==> src/rtl/nand_gate_arbiter.sv <==
// Round-robin arbiter that time-shares one external NAND gate between N_REQ requesters.
// Each grant drives the operands to the gate. The result is captured one cycle later and held until it is consumed.
module nand_gate_arbiter #(
    parameter int WIDTH = 8,
    parameter int N_REQ = 4
) (
    input  logic                       clk,
    input  logic                       rst,
    input  logic [N_REQ-1:0]           req_valid,
    input  logic [N_REQ*WIDTH-1:0]     req_a,
    input  logic [N_REQ*WIDTH-1:0]     req_b,
    output logic [N_REQ-1:0]           req_ready,
    output logic [WIDTH-1:0]           gate_a,
    output logic [WIDTH-1:0]           gate_b,
    input  logic [WIDTH-1:0]           gate_y,
    output logic                       rsp_valid,
    output logic [WIDTH-1:0]           rsp_data,
    output logic [$clog2(N_REQ)-1:0]   rsp_id,
    input  logic                       rsp_ready,
    output logic                       busy,
    output logic [1:0]                 dbg_state
);

    localparam int ID_W = $clog2(N_REQ);

    typedef enum logic [1:0] {
        IDLE = 2'd0,
        EVAL = 2'd1,
        RESP = 2'd2
    } state_t;

    state_t          state;
    logic [ID_W-1:0] last_grant;

    logic            grant_any;
    logic [ID_W-1:0] grant_idx;
    logic [N_REQ-1:0] grant_oh;
    logic [ID_W:0]   cand;

    // Round-robin search: walk from last_grant+1 upward, wrapping at N_REQ, and take the first valid requester.
    always_comb begin
        grant_any = 1'b0;
        grant_idx = '0;
        cand      = '0;
        for (int k = 0; k < N_REQ; k++) begin
            cand = {1'b0, last_grant} + (ID_W+1)'(k + 1);
            if (cand >= (ID_W+1)'(N_REQ)) begin
                cand = cand - (ID_W+1)'(N_REQ);
            end
            if (!grant_any && req_valid[cand[ID_W-1:0]]) begin
                grant_any = 1'b1;
                grant_idx = cand[ID_W-1:0];
            end
        end
    end

    assign grant_oh = N_REQ'(1) << grant_idx;

    // Handshakes: a request transfers on a rising edge where req_valid[i] and req_ready[i] are both high.
    // A result transfers on a rising edge where rsp_valid and rsp_ready are both high.
    // req_ready is a combinational grant that is offered only in IDLE and only to a valid requester.
    // It is held low during reset, so a stale request cannot be accepted while reset is asserted.
    assign req_ready = (rst && state == IDLE && grant_any) ? grant_oh : '0;

    assign busy      = (state != IDLE);
    assign dbg_state = state;

    always_ff @(posedge clk or negedge rst) begin
        if (!rst) begin
            state      <= IDLE;
            last_grant <= ID_W'(N_REQ - 1);
            gate_a     <= '0;
            gate_b     <= '0;
            rsp_valid  <= 1'b0;
            rsp_data   <= '0;
            rsp_id     <= '0;
        end else begin
            case (state)
                IDLE: begin
                    if (grant_any) begin
                        gate_a     <= req_a[grant_idx*WIDTH +: WIDTH];
                        gate_b     <= req_b[grant_idx*WIDTH +: WIDTH];
                        rsp_id     <= grant_idx;
                        last_grant <= grant_idx;
                        state      <= EVAL;
                    end
                end
                EVAL: begin
                    rsp_data  <= gate_y;
                    rsp_valid <= 1'b1;
                    state     <= RESP;
                end
                RESP: begin
                    if (rsp_ready) begin
                        rsp_valid <= 1'b0;
                        state     <= IDLE;
                    end
                end
                default: begin
                    state     <= IDLE;
                    rsp_valid <= 1'b0;
                end
            endcase
        end
    end

endmodule

==> config.mk <==
export PLATFORM = sky130hd
export DESIGN_NAME = nand_gate_arbiter
export DESIGN_NICKNAME = d
export VERILOG_FILES = /design/src/rtl/nand_gate_arbiter.sv
export SDC_FILE = /design/constraint.sdc
export NUM_CORES = 1
export LEC_CHECK = 0
export BUFFER_PORTS_ARGS = -buffer_cell sky130_fd_sc_hd__buf_4
export CORE_UTILIZATION = 44
export CTS_BUF_LIST = sky130_fd_sc_hd__clkbuf_2
export DETAILED_ROUTE_END_ITERATION = 7
export PLACE_DENSITY = 0.9
export SLEW_MARGIN = 20
export SYNTH_ARGS = -nofsm -noshare
export SYNTH_HDL_FRONTEND = slang
export SYNTH_SLANG_ARGS = --single-unit
==> constraint.sdc <==
create_clock -name clk -period 2.13 [get_ports clk]
set_input_delay 0.213 -clock clk [delete_from_list [all_inputs] [get_ports clk]]
set_output_delay 0.213 -clock clk [all_outputs]
set_load 0.05 [all_outputs]
# Word level (Yosys, flattened, before mapping)
# Cells that the tools add are included.
dict set report word_totals {
  regBits 31
  input_bits 79
  output_inout_bits 34
  elab_cells 70
}
dict set report op_classes {
  addsub 8
  order_cmp 8
  eq_ne 4
  shifts 3
  n_mux 26
  n_bitwise 1
  reduce_logical 13
}
# operator count
set ops {}
lappend ops {{indexed part select 32 x 6 -> 8 bit} 2}
lappend ops {{two-way mux 2 bit} 10}
lappend ops {{greater-or-equal comparator 3 bit, second input constant} 4}
lappend ops {{< comparator 2 x 3 -> 1 bit, second input constant} 4}
lappend ops {{two-way mux 1 bit} 9}
lappend ops {{binary-select mux 1 bit (select 2 bit)} 4}
lappend ops {{subtractor 2 x 1 -> 2 bit, second input constant} 4}
lappend ops {{adder 2 x 2 -> 3 bit, second input constant} 2}
lappend ops {{one-hot mux 2 bit (3 select lines)} 1}
lappend ops {{AND reduction 2 bit} 3}
lappend ops {{logical AND 1 bit} 5}
lappend ops {{two-way mux 4 bit} 1}
lappend ops {{inequality test 2 bit, second input constant} 2}
lappend ops {{<< shifter 1 x 2 -> 4 bit, first input constant} 1}
lappend ops {{adder 2 x 1 -> 3 bit, second input constant} 1}
lappend ops {{adder 2 x 3 -> 3 bit, second input constant} 1}
lappend ops {{zero test 1 bit} 3}
lappend ops {{one-hot mux 1 bit (3 select lines)} 1}
lappend ops {{== test 2 x 1 -> 1 bit, second input constant} 1}
lappend ops {{== test 2 bit, second input constant} 1}
lappend ops {{zero test 2 bit} 1}
lappend ops {{nonzero test 2 bit} 1}
lappend ops {{inverter 1 bit} 1}

# Logic depth before layout (Yosys ltp)
dict set report logic_depth {
  ltp_word 17
  ltp_mapped 8
  depth_no_buf 5
}

# Least setup slack after synthesis
# Ideal clock, no wire load.
dict set report synth_path {
  path_kind {reg2out}
  startpoint {register state[1] (netlist: dbg_state[1])}
  endpoint {output req_ready[1]}
  arrival_ps 3073
  required_ps 1917
  setup_slack_ps -1156
  path_stages_with_launch 5
  n_path_buf 1
  cell_sequence {dfrtp_1 -> or2_1 -> a21o_1 -> clkbuf_1 -> nor4_1}
}
dict set report synth_via {
  elab_chain_len 4
}
# item line
set synth_lines {}
lappend synth_lines {{start, declared} 32} ;# state_t state;
lappend synth_lines {{start signal, assigned} 70} ;# state <= IDLE;
lappend synth_lines {{start signal, assigned} 85} ;# state <= EVAL;
lappend synth_lines {{start signal, assigned} 91} ;# state <= RESP;
lappend synth_lines {{zero test 2 bit} 63} ;# assign req_ready = (rst && state == IDLE && grant_any) ? grant_oh : '0;
lappend synth_lines {{logical AND 1 bit (2 in series)} 63}
lappend synth_lines {{two-way mux 4 bit} 63}
lappend synth_lines {{end, declared} 12} ;# output logic [N_REQ-1:0] req_ready,
# No other way between the ends.

# Worst setup path after layout
dict set report layout_path {
  startpoint {register last_grant[1]}
  endpoint {register gate_a[7]}
}
dict set report layout_via {
  elab_chain_len 16
  word_cells_on_any_way 40
  cone_classes {8 x add/sub; 4 x order compare; 1 x shift; 20 x mux; 7 x reduce/logical}
}
# item line
set layout_lines {}
lappend layout_lines {{start, declared} 33} ;# logic [ID_W-1:0] last_grant;
lappend layout_lines {{start signal, assigned} 71} ;# last_grant <= ID_W'(N_REQ - 1);
lappend layout_lines {{start signal, assigned} 84} ;# last_grant <= grant_idx;
lappend layout_lines {{adder 2 x 1 -> 3 bit} 46} ;# cand = {1'b0, last_grant} + (ID_W+1)'(k + 1);
lappend layout_lines {{greater-or-equal comparator 3 bit or subtractor 2 x 1 -> 2 bit (tied branches)} {47, 48}}
lappend layout_lines {{two-way mux 2 bit} 47} ;# if (cand >= (ID_W+1)'(N_REQ)) begin
lappend layout_lines {{binary-select mux 1 bit (select 2 bit)} 50} ;# if (!grant_any && req_valid[cand[ID_W-1:0]]) begin
lappend layout_lines {{two-way mux 1 bit (not written as such)} 50}
lappend layout_lines {{two-way mux 1 bit} 50}
lappend layout_lines {{zero test 1 bit} 50}
lappend layout_lines {{logical AND 1 bit} 50}
lappend layout_lines {{two-way mux 1 bit} 50}
lappend layout_lines {{zero test 1 bit} 50}
lappend layout_lines {{logical AND 1 bit} 50}
lappend layout_lines {{two-way mux 1 bit} 50}
lappend layout_lines {{zero test 1 bit} 50}
lappend layout_lines {{logical AND 1 bit} 50}
lappend layout_lines {{two-way mux 2 bit or two-way mux 1 bit (tied branches)} 50}
lappend layout_lines {{indexed part select 32 x 6 -> 8 bit or AND reduction 2 bit (tied branches)} n/a}
lappend layout_lines {{end signal, assigned} 81} ;# gate_a <= req_a[grant_idx*WIDTH +: WIDTH];
lappend layout_lines {{end, declared} 13} ;# output logic [WIDTH-1:0] gate_a,
# Several ways; a longest one is shown, not always the timed one. The select of a mux whose other input is x is not followed.
# A chain may end at the register's enable or synchronous reset.

==> impl_metrics.json <==
{
  "antenna_left": 0,
  "ys.warnings.count": 0,
  "critPathKind": "flip-flop to flip-flop",
  "htree_levels": 2,
  "p_per_area_nw_per_um2": 1660,
  "timing.final.ws_setup_ps": 17.3,
  "dr.pass1.iters": 5,
  "ys.flop_type": "dfrtp_1",
  "total_power_mw": 4.76,
  "fmax_ghz": 0.473,
  "use_met3_pct": 9.48,
  "drive_above_1_share_pct": 51.3,
  "relSlewSlack_pct": 61.4,
  "hold_violations": 0,
  "cts.sinks": 31,
  "dieArea_um2": 4350,
  "min_path_type": "primary input to flip-flop",
  "synthesis.nets": 264,
  "place_congestion": 0.825,
  "utilization_pct": 75.4,
  "overflow": 0,
  "min_period_ps": 2110,
  "grtUsageTotal_pct": 27.6,
  "leakagePower_nw": 1.38,
  "use_met2_pct": 44.9,
  "hold_depth": 2,
  "grt.busiest_layer": "met2",
  "synth_top_cell_by_area": "dfrtp_1",
  "grt_pass1_wl_mm": 8.72,
  "cts.clk_slew.worst_paths_ps": 160,
  "endpoint_kind": "flip-flop",
  "port_buffers": 112,
  "dp_slack_ps": 278,
  "final_nets": 388,
  "clock_latency_ps": 390,
  "irDropWorstVdd_mv": 1.16,
  "final_cells": 358,
  "worst-path-max-fanout": 10,
  "ys_seq_elements": 31,
  "clockBufferDepth": 2,
  "drv_slew": 0,
  "hold_path_end": "rsp_data[2]",
  "status": "finished, final reports clean",
  "finalInstanceArea_um2": 2860,
  "critPathArrivalTime_ps": 2380,
  "ys_top_cells_by_area": "dfrtp_1 (40%), mux2i_1 (8.9%), a221oi_1 (7.8%)",
  "layout_commonest_cell": "buf_4",
  "r2r.worst_path.cells": 6,
  "dieWidth_um": 65.9,
  "report.final.setup_viol": 0,
  "cts_root_buf": "clkbuf_2",
  "maxCapViolCount": 0,
  "cts_buffers": 5,
  "dp_cells": 341,
  "cts_tree": "built",
  "start_util_pct": 47.4,
  "netlist_area_um2": 1800,
  "drc": 0,
  "regToRegStartpoint": "last_grant[1]",
  "antenna_cells": 0,
  "fp.dieH_um": 65.9,
  "dpl.hpwl_mm": 4.44,
  "core_area_um2": 3800,
  "grt_max_degree": 25,
  "worst_slew_pin_slew_ps": 580,
  "fin_hold_ws_ps": 43.0,
  "r2r_setup_slack_ps": 20,
  "finalSetupTns_ps": 0,
  "async_flop_share_pct": 100,
  "critPathLaunchType": "flip-flop",
  "hold_start": "gate_y[2]",
  "yosys.cell_types.count": 35,
  "fillers": 249,
  "drt_iter0_markers": 131,
  "placed_cell_area_um2": 2720,
  "via_count": 2082,
  "avgSynthCellArea_um2": 9.73,
  "r2r_end": "gate_a[7]",
  "grt_use_met1_pct": 31.0,
  "core.rowCount": 22,
  "finalCritPeriodShare_pct": 99.2,
  "cp.required_ps": 2400,
  "ios": 113,
  "routed_wl_mm": 6.11,
  "grt_pass1_vias": 1922,
  "ys_seq_area_share_pct": 43.3,
  "clock_skew_ps": 15.1,
  "yosys.area.top_type_share_pct": 40.3,
  "drt-wirelength-per-cell_um": 17.1,
  "synth_edf_count": 0,
  "via_per_inst": 5.82,
  "antenna_found_initial": 0,
  "most-common-layout-cells": "buf_4 (122), dfrtp_1 (27), nor2_1 (26), o21ai_0 (22), o22ai_1 (17)",
  "synth_cells": 185,
  "area_delta_synth_final_pct": 59.2
}
## sequential cells by signal (all words and copies together) (netlist names)
| signal | flops |
|---|---|
| gate_a | 8 |
| gate_b | 8 |
| rsp_data | 8 |
| dbg_state | 2 |
| last_grant | 2 |
| rsp_id | 2 |
| rsp_valid | 1 |
## routing by layer
layer	wire length (um)	up-vias
li1	-	953
met3	550	23
met4	256	0
met2	3100	120
met5	0	-
met1	2200	986
## layout make-up
cell class | instances | area (um^2) | share of cell area, %
clock inverters | 1 | 5.00 | 0.175
multi-input cells | 136 | 966 | 33.7
well taps | 48 | 60.1 | 2.10
flip-flops and latches | 31 | 781 | 27.3
repair buffers | 130 | 996 | 34.8
clock buffers | 7 | 35.0 | 1.22
inverters | 5 | 21.3 | 0.743
## synth_stat cells (all sizes together), types with 2 or more instances
library cell  number
buf                8
o21ai             23
a21oi              2
mux2               8
a21o               2
and3               2
dfrtp             29
nand2              4
or2                2
inv                5
nor2b              4
a221oi            16
clkbuf             5
o22ai             18
dfstp              2
nor4               2
nand2b             2
mux2i             16
nor2              27
## how the worst max path moves through the flow
stage          slack, ps           end          start
6_report              20     gate_a[7]  last_grant[1]
3_3_place_gp         290     gate_b[1]  last_grant[1]
3_5_place_dp         280     gate_a[6]  last_grant[0]
5_1_grt              -20  req_ready[3]  last_grant[0]
2_1_floorplan         -3  req_ready[3]   dbg_state[0]
4_1_cts               10  req_ready[1]   dbg_state[0]
## timing repair
action / CTS / global route
hold buffers: 1 / 2
setup endpoints to repair: 4 / 4
gates resized for setup: 5 / 4
setup buffers: 0 / 6
hold endpoints to repair: 30 / 2
gates cloned: 0 / 0
pin swaps: 0 / 0
## worst max-delay path, stage by stage, from the launching register on
cell and delay [ps]:
dfstp_2 620, buf_4 140, o22ai_1 70, a21oi_1 300
nor2_2 200, a221oi_1 500, o22ai_1 170
## where the power goes
part	internal, mW	total (mW)	switching, mW
combinational	1.23	3.32	2.09
sequential	0.910	1.14	0.235
clock	0.0893	0.291	0.201
total	2.23	4.76	2.53
## logic make-up after synthesis
kind of cell | share of synthesized area (%)
compound gates | 25.9
flops | 43.3
mux | 13.9
simple gates | 11.2
buf+inv | 5.77
Note: power is estimated with default switching activity, not from simulation.
